--- src/rtl/branch_resolver.sv ---
// Execute-stage branch resolver: evaluates the condition, updates the 2-bit predictor, redirects IF and flushes IF/ID on mispredict.
// All outputs are registered, one cycle after acceptance; ready_out drops for FLUSH_CYCLES after a mispredict. Optional counters under BRANCH_STAT_EN.
module branch_resolver #(
    parameter int unsigned FLUSH_CYCLES = 2,
    parameter int unsigned IDX_LSB      = 2
) (
    input  logic        clk,
    input  logic        rst,
    input  logic        valid_in,
    output logic        ready_out,
    input  logic [31:0] pc_in,
    input  logic [31:0] imm_in,
    input  logic [2:0]  funct3_in,
    input  logic [31:0] rs1_in,
    input  logic [31:0] rs2_in,
    input  logic        pred_in,
    output logic        flag_to_pred,
    output logic [7:0]  addr_to_pred,
    output logic        branch_to_pred,
    output logic        redirect_valid,
    output logic [31:0] redirect_pc,
    output logic        flush
`ifdef BRANCH_STAT_EN
    ,
    output logic [31:0] stat_branches,
    output logic [31:0] stat_mispredicts
`endif
);

    typedef enum logic {IDLE, FLUSH} state_t;

    localparam logic [2:0] FLUSH_LOAD = 3'(FLUSH_CYCLES);

    state_t      state_q, state_d;
    logic [2:0]  cnt_q, cnt_d;
    logic        ready_q, flush_q, flag_q, branch_q, redirect_valid_q;
    logic [7:0]  addr_q;
    logic [31:0] redirect_pc_q;

    logic        taken_c, legal_c, upd_c, mis_c;
    logic [31:0] next_pc_c;

    always_comb begin
        taken_c = 1'b0;
        case (funct3_in)
            3'b000:  taken_c = (rs1_in == rs2_in);
            3'b001:  taken_c = (rs1_in != rs2_in);
            3'b100:  taken_c = ($signed(rs1_in) <  $signed(rs2_in));
            3'b101:  taken_c = ($signed(rs1_in) >= $signed(rs2_in));
            3'b110:  taken_c = (rs1_in <  rs2_in);
            3'b111:  taken_c = (rs1_in >= rs2_in);
            default: taken_c = 1'b0;
        endcase
        // funct3 010/011 are accepted but have no architectural effect
        legal_c   = (funct3_in[2:1] != 2'b01);
        next_pc_c = pc_in + (taken_c ? imm_in : 32'd4);
        upd_c     = valid_in && ready_q && legal_c;
        mis_c     = upd_c && (taken_c != pred_in);
    end

    always_comb begin
        state_d = state_q;
        cnt_d   = cnt_q;
        case (state_q)
            IDLE: begin
                if (mis_c) begin
                    state_d = FLUSH;
                    cnt_d   = FLUSH_LOAD;
                end
            end
            FLUSH: begin
                cnt_d = cnt_q - 3'd1;
                if (cnt_q <= 3'd1) begin
                    state_d = IDLE;
                end
            end
            default: state_d = IDLE;
        endcase
    end

    always_ff @(posedge clk or negedge rst) begin
        if (!rst) begin
            state_q          <= IDLE;
            cnt_q            <= 3'd0;
            ready_q          <= 1'b0;
            flush_q          <= 1'b0;
            flag_q           <= 1'b1;
            addr_q           <= 8'd0;
            branch_q         <= 1'b0;
            redirect_valid_q <= 1'b0;
            redirect_pc_q    <= 32'd0;
        end else begin
            state_q          <= state_d;
            cnt_q            <= cnt_d;
            ready_q          <= (state_d == IDLE);
            flush_q          <= (state_d == FLUSH);
            flag_q           <= ~upd_c;
            redirect_valid_q <= mis_c;
            if (upd_c) begin
                addr_q   <= pc_in[IDX_LSB+7:IDX_LSB];
                branch_q <= taken_c;
            end
            if (mis_c) begin
                redirect_pc_q <= next_pc_c;
            end
        end
    end

    assign ready_out      = ready_q;
    assign flush          = flush_q;
    assign flag_to_pred   = flag_q;
    assign addr_to_pred   = addr_q;
    assign branch_to_pred = branch_q;
    assign redirect_valid = redirect_valid_q;
    assign redirect_pc    = redirect_pc_q;

`ifdef BRANCH_STAT_EN
    logic [31:0] stat_br_q, stat_mis_q;

    // Counted at the end of the update cycle, saturating
    always_ff @(posedge clk or negedge rst) begin
        if (!rst) begin
            stat_br_q  <= 32'd0;
            stat_mis_q <= 32'd0;
        end else begin
            if (!flag_q && (stat_br_q != 32'hFFFF_FFFF)) begin
                stat_br_q <= stat_br_q + 32'd1;
            end
            if (redirect_valid_q && (stat_mis_q != 32'hFFFF_FFFF)) begin
                stat_mis_q <= stat_mis_q + 32'd1;
            end
        end
    end

    assign stat_branches    = stat_br_q;
    assign stat_mispredicts = stat_mis_q;
`endif

endmodule

--- config.mk ---
export PLATFORM = sky130hd
export DESIGN_NAME = branch_resolver
export DESIGN_NICKNAME = d
export VERILOG_FILES = /design/src/rtl/branch_resolver.sv
export SDC_FILE = /design/constraint.sdc
export NUM_CORES = 1
export LEC_CHECK = 0
export ABC_AREA = 1
export BUFFER_PORTS_ARGS = -buffer_cell sky130_fd_sc_hd__buf_2
export CAP_MARGIN = 20
export CORE_MARGIN = 2
export CORE_UTILIZATION = 40
export DETAILED_ROUTE_END_ITERATION = 12
export HOLD_SLACK_MARGIN = 0.05
export PLACE_DENSITY = 0.75
export SLEW_MARGIN = 20
export SYNTH_ARGS = -nofsm -noshare
export SYNTH_HDL_FRONTEND = slang
export SYNTH_SLANG_ARGS = --single-unit
export TNS_END_PERCENT = 1
--- constraint.sdc ---
create_clock -name clk -period 2.1 [get_ports clk]
set_clock_uncertainty 0.2 [all_clocks]
set_input_delay 0 -clock clk [delete_from_list [all_inputs] [get_ports clk]]
set_output_delay 0 -clock clk [all_outputs]
set_load 0.01 [all_outputs]
# Yosys cells after proc, flatten, opt, wreduce, memory -nomap -nowiden
# Index checks and enable logic that the tools add are counted.
[classes]
addsub = 2
order_cmp = 5
n_eq_ne = 10
mux = 7
bitwise = 3
reduce_logical = 4
[ops]
columns = ["operator", "count"]
rows = [
  ["$ge A32 B32 Y1", 2],
  ["$lt A32 B32 Y1", 2],
  ["$add A32 B32 Y32", 1],
  ["$eq A32 B32 Y1", 1],
  ["$mux W32", 1],
  ["$ne A32 B32 Y1", 1],
  ["$eq A3 B3 Y1 const B", 4],
  ["$pmux W1 S6", 1],
  ["$pmux W3 S2", 1],
  ["$eq A3 B1 Y1 const B", 1],
  ["$le A3 B1 Y1 const B", 1],
  ["$logic_and A1 B1 Y1", 3],
  ["$logic_not A3 Y1", 1],
  ["$mux W3", 1],
  ["$not A1 Y1", 3],
  ["$sub A3 B1 Y3 const B", 1],
  ["$mux W1", 2],
  ["$ne A2 B1 Y1 const B", 1],
  ["$ne A2 B2 Y1 const B", 1],
  ["$pmux W1 S2", 1],
  ["$ne A1 B1 Y1", 1],
]
[word_totals]
reg_bits = 48
inputBits = 135
out_inout_bits = 45
elab_cells = 39

# Depth between registers and ports, before layout
[depth]
word_depth = 7
ltp_mapped = 34
depth_no_buf = 33

# Least setup slack after synthesis
# Ideal clock, no wire load.
[synth_path]
kind = "in2reg"
start = "in rs2_in[31]"
end = "reg redirect_pc_q[28], in the netlist redirect_pc[28]"
setup_time_ps = 119
t_arrival_ps = 3446
t_required_ps = 1781
path_slack_ps = -1665
cell_stages = 29
n_path_buf = 1
cell_sequence = "inv_1 > ha_1 > nand2_2 > nor2_2 > nand2_1 > nor3b_2 > nand2_1 > nand2_1 > nand2_1 > nand3_1 > nand2_1 > nand3_2 > inv_1 > buf_2 > nor2_1 > ha_1 > inv_1 > fa_1 > o21ai_1 > a21boi_0 > o21ai_1 > nand3_1 > nand3_1 > nand3_1 > nand2_1 > nand2_1 > nand2_1 > xor2_1 > o21ai_2"
[synth_between]
elab_chain_len = 4
elab_cells_between_ends = 11
cone_classes = "add/sub (1); order compare (4); eq/ne (3); mux (2); reduce/logical (1)"
[synth_lines]
columns = ["item", "line_no", "source"]
rows = [
  ["start: declaration", "15", "input logic [31:0] rs2_in,"],
  ["$ge A32 B32 Y1, or another cell as far along", "51", "3'b111: taken_c = (rs1_in >= rs2_in);"],
  ["$pmux W1 S6 (*)", "45", "case (funct3_in)"],
  ["$mux W32 or $ne A1 B1 Y1 (tied branches)", "56, 58", ""],
  ["$add A32 B32 Y32 or $logic_and A1 B1 Y1 (tied branches)", "56, 58", ""],
  ["end signal: assignment", "104", "redirect_pc_q <= next_pc_c;"],
  ["end: declaration", "38", "logic [31:0] redirect_pc_q;"],
]
# Mark *: on every way between the ends. The rest lies on a longest branch, timed or not.
# A chain may end at the register's enable or synchronous reset.

# Worst setup path in the final report
[layout_path]
start = "in rs2_in[28]"
end = "reg redirect_pc_q[26], in the netlist redirect_pc[26]"
# Same word-level chain as after synthesis.

==> reports/qor.txt <==
status: finished with violations
failing checks: negative hold slack, negative setup slack
Setup crit start: rs2_in[28]
post-route setup slack: -1.40 ns
DRC: 0
Clock transition at path regs: 0.07 ns
die width: 112 microns
worst-path maximum fanout: 7
cell count after synthesis: 662
internal power: 3470 uW
largest net degree at the start of global routing: 30
Syn Nets: 863
CP peak stage delay: 0.31 ns
asr flop ratio synth: 100%
fin area: 7750 sq um
Arrival @ worst endpoint: 3.49 ns
Final ANT Viol Nets: 0
Max rail drop VDD: 547 uV
gp weighted congestion: 0.870
NetSw: 2380 uW
reg2reg start: ready_out$_DFF_PN0_
most frequent cells in the layout: buf_2, nand2_1, buf_4
switch share: 40.6%
Post-Synthesis Mean Instance Area: 7.09 sq um
starting density of the core: 41.1%
total of max-cap violations: 0
Via-to-Cell Ratio: 4.93
TritonCTS Buffers: 5
die area: 12600 sq um
Period minus WS final: 3.50 ns
Distinct cells, synth: 37
final worst-path cycle share: 166%
PwrDens: 754 nW/um^2
CTS Root Cell: clkbuf_16
final wirelength: 15.9 mm
CTS tree: done
Critical Path RT: 2.09 ns
number of synthesized register bits: 48
drt wl/cell: 14.1 microns
worst hold start: pc_in[0]
die span in y: 112 microns
initial antenna violation count: 1
register share of total power: 27.9%
RSZ-0062 raised after global routing: true
total core area: 11400 sq um
Leak: 0.00433 uW
# rows: 39
Startpoint Class: input port
Hold Slack: -0.132 ns
Fin Setup TNS: -35.25 ns
Place WS: -1.85 ns
Clock Tree Buf Depth: 2
total gr overflow: 0
post-DP HPWL: 11.3 mm
final hold viol count: 1
clock network power share: 16.3%
# port buffers: 179
Post-synth top flop: dfrtp_1
First-pass DRT Iterations: 5
Clk Latency, worst-skew pair: 0.30 ns
CP endpoint kind: flip-flop
CTS H-tree lvls: 2
first-pass GRT wire length: 22.7 mm
Post-DP Area: 6520 sq um
1st-iter DRT viols: 335
combinational power share: 55.8%
Post-synth EDFFs: 0
worst-margin pin slew: 0.633 ns
FMAX: 286 MHz
clock sink total: 48
via count of the first global-routing pass: 5085
cts hold-fix bufs: 20
Critical Setup Path Class: input port to flip-flop
layout cells sized above 1: 47.7%
Tot GR Track Use: 21.6%
worst hold path type: input port to flip-flop
Max Slew Vio Count: 0
Ports: 180
Setup-failing EPs final: 33
Yosys Warn Count: 0
sequential area share after synthesis: 25.6%
Slowest-stage cell, CP: ha_1
Post-Synthesis Cell Area: 4700 sq um
Vias: 5551
Slew Limit Headroom: 57.8%
fin nets: 1180
most common cell after layout, fill and taps aside: buf_2
most used cell, CP: nand2_2
Synth-to-Final Area Change: 65.1%
[routing by layer]
metal,vias up,track usage [%],routed length (microns)
li1,2777,-,-
met3,34,3.94,891
met5,-,0,0
met1,2556,26.8,6460
met4,0,6.18,373
met2,184,38.4,8150
[registers in the layout, indices dropped and copies added (netlist names)]
register	cells
redirect_valid	1
addr_to_pred	8
cnt_q	3
branch_to_pred	1
flush	1
redirect_pc	32
ready_out	1
flag_to_pred	1
[worst paths after layout]
check / end / cells after the start / slack, ns
worst min-delay path: redirect_pc[0]$_DFFE_PN0P_ / 4 / -0.13
min in group asynchronous: addr_to_pred[5]$_DFFE_PN0P_ / 2 / 0.05
worst max register to register: addr_to_pred[2]$_DFFE_PN0P_ / 6 / 0.17
worst max-delay path: redirect_pc[26]$_DFFE_PN0P_ / 31 / -1.40
max in group asynchronous: redirect_pc[22]$_DFFE_PN0P_ / 3 / 1.01
worst min register to register: redirect_pc[15]$_DFFE_PN0P_ / 2 / 0.28
[synth_stat cells, drive strengths merged (2+ instances only)]
cell | number | area, sq um
nand2 | 168 | 638
inv | 108 | 405
ha | 65 | 813
nor2 | 64 | 245
a21oi | 54 | 270
o21ai | 53 | 367
dfrtp | 47 | 1180
nand3 | 24 | 138
xnor2 | 16 | 140
xor2 | 12 | 105
buf | 9 | 82.6
nor3 | 8 | 40.0
o21a | 6 | 45.0
nand4 | 5 | 31.3
a21boi | 3 | 22.5
a21o | 3 | 22.5
o211ai | 3 | 22.5
nor4 | 2 | 12.5
or2 | 2 | 12.5
[worst max-delay path: cells and delay by family]
kind | cells | cell delay [ns]
simple gates | 16 | 1.44
buf+inv | 8 | 0.85
fa+ha+maj | 2 | 0.57
compound gates | 4 | 0.49
xor+xnor | 1 | 0.13
[cell type report]
type,instances,area (sq um)
sequential,48,1200
tap,143,179
clock inverter,3,42.5
inverter,109,417
multi-input combinational,495,3670
timing repair buffer,320,2110
fill,921,3670
antenna,2,5.00
clock buffer,5,125
[through the flow]
step	utilization [%]	hold slack [ns]	instances	power [uW]
6_report	67.9	-0.132	1125	5850
3_3_place_gp	57.1	-0.152	1076	4320
4_1_cts	62.2	-0.101	1107	5510
3_5_place_dp	57.1	-0.142	1076	4370
2_1_floorplan	-	-0.496	662	3150
5_1_grt	67.9	-0.102	1123	6250
[power by group through the flow]
stage	Combinational (uW)	Clock, uW	Sequential (uW)
global placement	2690	0	1630
CTS	2940	943	1620
global route	3580	996	1680
finish	3260	956	1630
floorplan	1360	0	1790
detailed placement	2740	0	1630
[kinds of logic after synthesis]
family | share of synthesized area (%)
AND/OR/NAND/NOR | 24.2
AO/OA/AOI/OAI | 16.7
flip-flops | 25.6
buffers and inverters | 10.6
adder cells (fa/ha/maj) | 17.7
XOR/XNOR | 5.22
[timing repair]
action | 4_1_cts | 5_1_grt
resized for setup | 41 | 103
setup endpoints to repair | 33 | 38
setup buffers | 3 | 13
hold endpoints to repair | 64 | 2
gates cloned | 0 | 3
pin swaps | 8 | 53
Note: power is estimated with default switching activity, not from simulation.
